## config.mk

```make
export PLATFORM = sky130hd
export DESIGN_NAME = csr_file
export DESIGN_NICKNAME = d
export VERILOG_FILES = /design/src/rtl/csr_file.sv
export SDC_FILE = /design/constraint.sdc
export NUM_CORES = 1
export LEC_CHECK = 0
export CORE_AREA = 2 2 222 389
export CTS_CLUSTER_SIZE = 14
export DETAILED_ROUTE_END_ITERATION = 8
export DIE_AREA = 0 0 224 391
export GPL_TIMING_DRIVEN = 0
export PLACE_DENSITY = 0.44
export RECOVER_POWER = 100
export SYNTH_ARGS = -nofsm -noshare
export SYNTH_HDL_FRONTEND = slang
export SYNTH_SLANG_ARGS = --single-unit
```

## constraint.sdc

```tcl
create_clock -name clk -period 3.44 [get_ports clk]
set_input_delay 0.344 -clock clk [delete_from_list [all_inputs] [get_ports clk]]
set_output_delay 0.344 -clock clk [all_outputs]
set_load 0.02 [all_outputs]
```

## src/rtl/csr_file.sv

```systemverilog
// CSR file beside writeback: masked CSR writes, exception/ertn state,
// interrupt pending flag and the TCFG/TVAL countdown timer.
module csr_file #(
  parameter int SAVE_NUM = 4,
  parameter int TIMER_W  = 32
) (
  input  logic        clk,
  input  logic        resetn,
  input  logic        csr_re,
  input  logic [13:0] csr_num,
  output logic [31:0] csr_rvalue,
  input  logic        csr_we,
  input  logic [31:0] csr_wmask,
  input  logic [31:0] csr_wvalue,
  input  logic        wb_ex,
  input  logic [5:0]  wb_ecode,
  input  logic [8:0]  wb_esubcode,
  input  logic [31:0] wb_pc,
  input  logic [31:0] wb_vaddr,
  input  logic        ertn_flush,
  input  logic [7:0]  hw_int_in,
  input  logic        ipi_int_in,
  input  logic [31:0] coreid_in,
  output logic        has_int,
  output logic [31:0] ex_entry,
  output logic [31:0] ertn_pc
);

  localparam logic [13:0] A_CRMD   = 14'h0;
  localparam logic [13:0] A_PRMD   = 14'h1;
  localparam logic [13:0] A_ECFG   = 14'h4;
  localparam logic [13:0] A_ESTAT  = 14'h5;
  localparam logic [13:0] A_ERA    = 14'h6;
  localparam logic [13:0] A_BADV   = 14'h7;
  localparam logic [13:0] A_EENTRY = 14'hC;
  localparam logic [13:0] A_TID    = 14'h40;
  localparam logic [13:0] A_TCFG   = 14'h41;
  localparam logic [13:0] A_TVAL   = 14'h42;
  localparam logic [13:0] A_TICLR  = 14'h44;
  localparam logic [12:0] LIE_MASK = 13'h1BFF;
  localparam logic [5:0]  EC_ADEF  = 6'h08;
  localparam logic [5:0]  EC_ALE   = 6'h09;

  logic [3:0]         crmd_q, crmd_d;
  logic [2:0]         prmd_q, prmd_d;
  logic [12:0]        lie_q, lie_d;
  logic [12:0]        is_q, is_d;
  logic [5:0]         ecode_q, ecode_d;
  logic [8:0]         esub_q, esub_d;
  logic [31:0]        era_q, era_d;
  logic [31:0]        badv_q, badv_d;
  logic [31:6]        eentry_q, eentry_d;
  logic [31:0]        save_q [SAVE_NUM];
  logic [31:0]        save_d [SAVE_NUM];
  logic [31:0]        tid_q, tid_d;
  logic [TIMER_W-1:0] tcfg_q, tcfg_d;
  logic [TIMER_W-1:0] tval_q, tval_d;

  logic        wr;
  logic [31:0] keep;
  logic [31:0] wsel;
  logic        tcfg_wr;
  logic        ticlr;
  logic        timer_fire;
  logic        unused_re;

  assign unused_re = csr_re;

  function automatic logic [13:0] save_addr(input int i);
    return 14'(48 + i);
  endfunction

  assign wr   = csr_we & ~wb_ex;
  assign keep = ~csr_wmask;
  assign wsel = csr_wvalue & csr_wmask;

  assign tcfg_wr = wr && (csr_num == A_TCFG);
  assign ticlr   = wr && (csr_num == A_TICLR) && wsel[0];

  always_comb begin
    csr_rvalue = '0;
    case (csr_num)
      A_CRMD:   csr_rvalue = {28'd0, crmd_q};
      A_PRMD:   csr_rvalue = {29'd0, prmd_q};
      A_ECFG:   csr_rvalue = {19'd0, lie_q};
      A_ESTAT:  csr_rvalue = {1'b0, esub_q, ecode_q, 3'd0, is_q};
      A_ERA:    csr_rvalue = era_q;
      A_BADV:   csr_rvalue = badv_q;
      A_EENTRY: csr_rvalue = {eentry_q, 6'd0};
      A_TID:    csr_rvalue = tid_q;
      A_TCFG:   csr_rvalue = 32'(tcfg_q);
      A_TVAL:   csr_rvalue = 32'(tval_q);
      default:  csr_rvalue = '0;
    endcase
    for (int i = 0; i < SAVE_NUM; i++) begin
      if (csr_num == save_addr(i)) csr_rvalue = save_q[i];
    end
  end

  always_comb begin
    crmd_d     = crmd_q;
    prmd_d     = prmd_q;
    lie_d      = lie_q;
    is_d       = is_q;
    ecode_d    = ecode_q;
    esub_d     = esub_q;
    era_d      = era_q;
    badv_d     = badv_q;
    eentry_d   = eentry_q;
    tid_d      = tid_q;
    tcfg_d     = tcfg_q;
    tval_d     = tval_q;
    timer_fire = 1'b0;
    for (int i = 0; i < SAVE_NUM; i++) save_d[i] = save_q[i];

    if (wr) begin
      case (csr_num)
        A_CRMD:   crmd_d = (crmd_q & keep[3:0]) | wsel[3:0];
        A_PRMD:   prmd_d = (prmd_q & keep[2:0]) | wsel[2:0];
        A_ECFG:   lie_d = ((lie_q & keep[12:0]) | wsel[12:0]) & LIE_MASK;
        A_ESTAT:  is_d[1:0] = (is_q[1:0] & keep[1:0]) | wsel[1:0];
        A_ERA:    era_d = (era_q & keep) | wsel;
        A_BADV:   badv_d = (badv_q & keep) | wsel;
        A_EENTRY: eentry_d = (eentry_q & keep[31:6]) | wsel[31:6];
        A_TID:    tid_d = (tid_q & keep) | wsel;
        A_TCFG:   tcfg_d = (tcfg_q & keep[TIMER_W-1:0]) | wsel[TIMER_W-1:0];
        default:  ;
      endcase
      for (int i = 0; i < SAVE_NUM; i++) begin
        if (csr_num == save_addr(i)) save_d[i] = (save_q[i] & keep) | wsel;
      end
    end

    // Counting uses the committed config; a fresh enable loads instead.
    if (tcfg_wr && tcfg_d[0]) begin
      tval_d = {tcfg_d[TIMER_W-1:2], 2'b00};
    end else if (tcfg_q[0]) begin
      if (tval_q != '0) begin
        tval_d     = tval_q - TIMER_W'(1);
        timer_fire = (tval_q == TIMER_W'(1));
      end else if (tcfg_q[1]) begin
        tval_d = {tcfg_q[TIMER_W-1:2], 2'b00};
      end
    end

    is_d[9:2] = hw_int_in;
    is_d[10]  = 1'b0;
    is_d[12]  = ipi_int_in;
    if (ticlr) is_d[11] = 1'b0;
    if (timer_fire) is_d[11] = 1'b1;

    if (ertn_flush) crmd_d[2:0] = prmd_q;

    if (wb_ex) begin
      prmd_d      = crmd_q[2:0];
      crmd_d[2:0] = 3'b000;
      era_d       = wb_pc;
      ecode_d     = wb_ecode;
      esub_d      = wb_esubcode;
      if (wb_ecode == EC_ADEF) badv_d = wb_pc;
      if (wb_ecode == EC_ALE) badv_d = wb_vaddr;
    end
  end

  always_ff @(posedge clk) begin
    if (!resetn) begin
      crmd_q   <= 4'h8;
      prmd_q   <= '0;
      lie_q    <= '0;
      is_q     <= '0;
      ecode_q  <= '0;
      esub_q   <= '0;
      era_q    <= '0;
      badv_q   <= '0;
      eentry_q <= '0;
      tid_q    <= coreid_in;
      tcfg_q   <= '0;
      tval_q   <= '0;
      for (int i = 0; i < SAVE_NUM; i++) save_q[i] <= '0;
    end else begin
      crmd_q   <= crmd_d;
      prmd_q   <= prmd_d;
      lie_q    <= lie_d;
      is_q     <= is_d;
      ecode_q  <= ecode_d;
      esub_q   <= esub_d;
      era_q    <= era_d;
      badv_q   <= badv_d;
      eentry_q <= eentry_d;
      tid_q    <= tid_d;
      tcfg_q   <= tcfg_d;
      tval_q   <= tval_d;
      for (int i = 0; i < SAVE_NUM; i++) save_q[i] <= save_d[i];
    end
  end

  assign has_int  = crmd_q[2] & |(is_q & lie_q);
  assign ex_entry = {eentry_q, 6'd0};
  assign ertn_pc  = era_q;

endmodule

```

==> metrics.cfg, run 1 <==
[status]
status = finished, final reports clean

[die]
die_w_um = 224
row_count = 142
initial_core_util_pct = 22.8
dieArea_sq_um = 87600
ioPinCount = 301
die_y_um = 391
core_sq_um = 84700

[route]
wl_per_cell_um = 30.9
wl_met2_um = 57500
vias_per_cell = 5.69
wirelength_met1_um = 44700
postRouteAntennaNets = 0
routed_wl_um = 121000
drc = 0
drt_iter0_markers = 2378
route.vias.total = 22300
met3WireLength_um = 10200
top_layer = met5
first_pass_iters = 6

[clock_tree]
tritoncts = yes
clock_latency_ps = 610
path_clk_slew_ps = 60
cts_root_buffer = clkbuf_16
cts_buffer_depth = 3
h-tree-depth = 2
cts.sinks = 360
cts_buffers = 41

[layout]
layout_common_cells = 350 x o21ai_0, 328 x dfxtp_1, 322 x a21oi_1
nets = 3019
final_common_cell = o21ai_0
syn_to_final_growth_pct = 32.1
layout-drive-gt1-share_pct = 10.3
instances_no_fill = 3927

[critical_path]
critPathLaunchType = primary input
critPathArrivalTime_ps = 3100
cp-end-kind = output port
critPathRequiredTime_ps = 3100
critPathKind = primary input to output port
cp_max_fo = 10

[sta]
finalCritPeriodShare_pct = 100
setup_violations = 0
finalCriticalPeriod_ps = 3440
slew_headroom_pct = 3.76
fin_ws_ps = 0.171
clock_skew_ps = 32.1
slew_violations = 0
worstMarginPinSlew_ps = 1440
hold_viol = 0
hold_ws_ps = 202
rsz0062_at_grt = no
max_freq_mhz = 291

[placement]
gp_congestion = 0.981
place_inst = 3817
portBuffers = 258
hpwl_um = 90600
dpl_worst_slack_ps = -2470

[pwr]
power.density_nw_per_um2 = 397
ir_drop_v = 0.000250
leakagePower_nw = 9.20

[logic_synthesis]
synth_edf_count = 32
synthArstFlopShare_pct = 0
syn-mean-instance-area_sq_um = 7.81
synthCells = 2472
netlist_area_sq_um = 19300
seq_area_frac_synth_pct = 39.0
ys.flop_type = dfxtp_1
post_synth_num_cell_types = 74
yosysWarnings = 0
ys_ff_latch = 360

[job]
maxCapViolations = 0

[global_route]
antenna_found_initial = 13
grt_start_max_net_pins = 14
track_usage_pct = 26.8
grt_pass1_wl_um = 166000
grt_pass1_vias = 21700
grt-ovfl-total = 0

[hold_path]
hold_class = primary input to flop

## layer usage
metal  up-vias  GRT usage [%]
met5         -              0
met4        10           18.1
met3       376           5.46
met2      1338           45.1
met1     10900           30.3
li1       9732              -
## cell families after synthesis
group                      Yosys count  share of synthesized area, %
and+or+nand+nor                    695                          17.5
other                                1                        0.0194
buffers and inverters              316                          6.56
muxes                              167                          8.83
xor gates and xnor gates            11                         0.499
DFF                                360                          39.0
AOI/OAI and AO/OA                  919                          27.3
adders and majority gates            3                         0.195
## worst max-delay path, stage by stage
cell           delay (ps)
dlygate4sd2_1         550
nor4b_1               560
and4_4                440
clkbuf_4              290
a22oi_1               140
nand3_1               150
a221oi_1               70
a31oi_1               310
clkbuf_2              240
## final timing paths
| check | slack [ps] | start | depth (start not counted) | to |
|---|---|---|---|---|
| max | 0.2 | csr_num[6] | 9 | csr_rvalue[4] |
| min | 200 | csr_wvalue[26] | 3 | flop |
| max reg2reg | 130 | tval_q[8] | 8 | tval_q[12] |
| min reg2reg | 470 | badv_q[15] | 2 | badv_q[15] |
## per-stage QoR
| stage | setup TNS (ps) | instance area [sq um] | total power, W | util [%] |
|---|---|---|---|---|
| final | 0 | 25500 | 0.0101 | 30.1 |
| after global routing | 0 | 25500 | 0.0103 | 30.1 |
| after CTS | -132 | 25300 | 0.0101 | 29.9 |
| after detailed placement | -516700 | 23300 | 0.00553 | 27.5 |
| after global placement | -556680 | 23200 | 0.00553 | 27.4 |
| after floorplan | 0 | 19300 | 0.00487 | - |
## final cells by class
type	count	area, sq um
Fill cell	9234	59300
Multi-Input combinational cell	1801	10900
Sequential cell	360	7530
Timing Repair Buffer	299	2830
Buffer	263	1390
Tap cell	1080	1350
Clock buffer	64	1190
Inverter	46	173
Clock inverter	10	141
Antenna cell	4	10.0
## power breakdown
group,internal [W],switching [W],leakage [nW]
clock,0.00262,0.00204,0.654
sequential,0.00432,0.0000619,2.97
combinational,0.000370,0.000722,5.58
## timing repair
| action | in CTS | in global routing |
|---|---|---|
| hold buffers | 0 | 0 |
| gates cloned | 2 | 2 |
| gates resized for setup | 345 | 37 |
| setup endpoints to repair | 345 | 71 |
| setup buffers | 24 | 11 |
| pin swaps | 27 | 11 |
## Yosys cell counts, drive strengths merged, types with 3 or more instances
library cell / instances / share of area, %
a211oi: 13 / 0.53
a21o: 5 / 0.19
a21oi: 329 / 8.5
a221oi: 21 / 0.95
a222oi: 24 / 1.2
a22o: 24 / 1.1
a22oi: 11 / 0.43
a2bb2oi: 15 / 0.68
a31oi: 63 / 2.0
and2: 46 / 1.5
and3: 11 / 0.36
and4: 3 / 0.14
buf: 40 / 1.2
clkbuf: 230 / 4.5
dfxtp: 328 / 34
edfxtp: 32 / 5.0
ha: 3 / 0.19
inv: 46 / 0.89
mux2: 22 / 1.3
mux2i: 145 / 7.5
nand2: 187 / 3.6
nand3: 241 / 6.3
nand4: 15 / 0.49
nor2: 107 / 2.1
nor2b: 3 / 0.097
nor3: 18 / 0.47
nor4: 23 / 0.89
nor4b: 4 / 0.18
o211ai: 3 / 0.12
o21a: 5 / 0.19
o21ai: 357 / 9.3
o22ai: 28 / 0.91
o2bb2ai: 3 / 0.17
or2: 3 / 0.097
or3: 6 / 0.19
or4: 18 / 0.74
or4b: 3 / 0.16
xnor2: 4 / 0.18
xor2: 7 / 0.32
Power figures use the tool's default switching activity.
==> inputs of run 2 (changes only) <==
--- a/config.mk
+++ b/config.mk
@@ -5,10 +5,10 @@
 export SDC_FILE = /design/constraint.sdc
 export NUM_CORES = 1
 export LEC_CHECK = 0
-export CORE_AREA = 2 2 222 389
+export CORE_AREA = 2 2 309 280
 export CTS_CLUSTER_SIZE = 14
 export DETAILED_ROUTE_END_ITERATION = 8
-export DIE_AREA = 0 0 224 391
+export DIE_AREA = 0 0 311 282
 export GPL_TIMING_DRIVEN = 0
 export PLACE_DENSITY = 0.44
 export RECOVER_POWER = 100
==> run 2 against run 1 <==
The run now ends with max-capacitance violations, negative setup slack left. Highest routed layer unchanged. Clock skew is 15 ps lower. Hold slack better by 70 ps. Sequential share of layout area is essentially flat. Wire length is 6.2% lower. Maximum frequency fell by 0.20%. Clock power is 2% higher. First-iteration DRC count increased by 16%. Count of clock-buffer cells in the layout up 4. Die area up 0.13%. Cell count up 1.1%. Sequential power is essentially flat. Setup slack lost 6.9 ps.
==> metrics.cfg, run 2 (synthesis results as in run 1) <==
[job]
maxCapViolations = 1

[route]
routed_wl_um = 114000
drt_iter0_markers = 2768
wl_per_cell_um = 28.7
vias_per_cell = 5.50
drc = 0
postRouteAntennaNets = 0
first_pass_iters = 5
route.vias.total = 21800

[clock_tree]
clock_latency_ps = 600
path_clk_slew_ps = 60
cts_buffers = 45
tritoncts = yes
cts_buffer_depth = 3
cts.sinks = 360
holdBufCountCts = 0
h-tree-depth = 2
cts_root_buffer = clkbuf_16

[layout]
syn_to_final_growth_pct = 32.1
layout_common_cells = 345 x o21ai_0, 328 x dfxtp_1, 324 x a21oi_1
multi_input_area_sq_um = 10900
final_common_cell = o21ai_0
num-fill-cells = 9274
seq_area_sq_um = 7530
layout-drive-gt1-share_pct = 10.5
instances_no_fill = 3972
nets = 3010

[critical_path]
crit_slowest_cell = mux2i_2
cp_max_fo = 10
slowest_delay_ps = 530
cp-end-kind = output port
crit_chain = dlygate4sd2_1 -> clkbuf_4 -> clkbuf_2 -> mux2i_2 -> o21ai_1 -> a221oi_2 -> a21oi_2 -> buf_2
critPathLaunchType = primary input
critPathRequiredTime_ps = 3100
critPathKind = primary input to output port
critPathArrivalTime_ps = 3100

[status]
status = complete, but fails checks
violations = max-capacitance violations, negative setup slack

[die]
ioPinCount = 301
die_y_um = 282
die_w_um = 311
initial_core_util_pct = 22.9
core_sq_um = 84200
row_count = 101
dieArea_sq_um = 87700

[global_route]
grt_pass1_vias = 20600
grt-ovfl-total = 0
grt_pass1_wl_um = 158000
track_usage_pct = 24.9
grt_start_max_net_pins = 20
antenna_found_initial = 1

[sta]
finalCritPeriodShare_pct = 100
slew_violations = 0
max_freq_mhz = 290
finalCriticalPeriod_ps = 3450
worstMarginPinSlew_ps = 1490
clock_skew_ps = 17.1
setup_tns_ps = -14.0
fin_ws_ps = -6.77
slew_headroom_pct = 0.694
setup_violations = 3
hold_viol = 0
rsz0062_at_grt = yes

[hold_path]
hold_class = primary input to flop

[placement]
gp_congestion = 0.932
place_inst = 3871
hpwl_um = 86500
dpl_worst_slack_ps = -2230
portBuffers = 258

[pwr]
ir_drop_v = 0.000311
power_w = 0.0102
leakagePower_nw = 9.15
power.density_nw_per_um2 = 402

run 2: cell count changes in the layout (fill, tap and decap cells not counted), sizes merged:
cell	before	now
clkbuf	313	287
buf	87	100
clkinv	5	11
clkdlybuf4s50	155	160
dlymetal6s2s	7	2
clkdlybuf4s15	0	4
bufinv	3	1
diode	4	2
dlygate4sd2	4	6
dlygate4sd3	60	58
inv	48	47
run 2: timing repair:
| item | in CTS | in global routing |
|---|---|---|
| pin swaps | 38 | 14 |
| gates resized for setup | 312 | 44 |
| setup endpoints to repair | 272 | 47 |
| gates cloned | 2 | 0 |
| buffers inserted | 18 | 7 |
run 2: through the flow:
step	utilization, %	cell area (sq um)	hold WS (ps)
finish	30.3	25500	272
global route	30.3	25500	286
CTS	30.1	25300	232
detailed placement	27.8	23400	456
global placement	27.7	23300	458
floorplan	-	19300	442
run 2: final timing paths:
path                                        to           start  cells past startpoint  slack, ps
worst min register to register       badv_q[8]       badv_q[8]                      2        470
worst max register to register      tval_q[28]       tval_q[0]                      9        240
worst min-delay path                      flop  csr_wvalue[29]                      3        270
worst max-delay path            csr_rvalue[12]      csr_num[0]                      8         -7
run 2: per-layer routing:
layer	up-vias	share of wire, %	GRT usage [%]
li1	9741	-	-
met1	10700	44	34.5
met2	1201	43	37.7
met3	183	10	6.74
met4	2	3.1	7.07
met5	-	0.011	0
run 2: cell type report:
class,count,share of cell area [%]
Antenna cell,2,0.0196
Buffer,261,5.32
Clock buffer,68,5.16
Clock inverter,13,0.348
Inverter,46,0.677
Multi-Input combinational cell,1801,42.7
Sequential cell,360,29.5
Tap cell,1133,5.56
Timing Repair Buffer,288,10.6
run 2: power by group:
part,internal (W),leakage [nW],total (W),switching [W]
Combinational,0.000369,5.49,0.00110,0.000730
Clock,0.00270,0.692,0.00476,0.00206
Sequential,0.00432,2.97,0.00438,0.0000637
Total,0.00739,9.15,0.0102,0.00285
run 2: worst max-delay path, delay by kind of cell:
family	cells	cell delay [ps]
buf+inv	4	1400
compound gates	3	810
mux	1	530
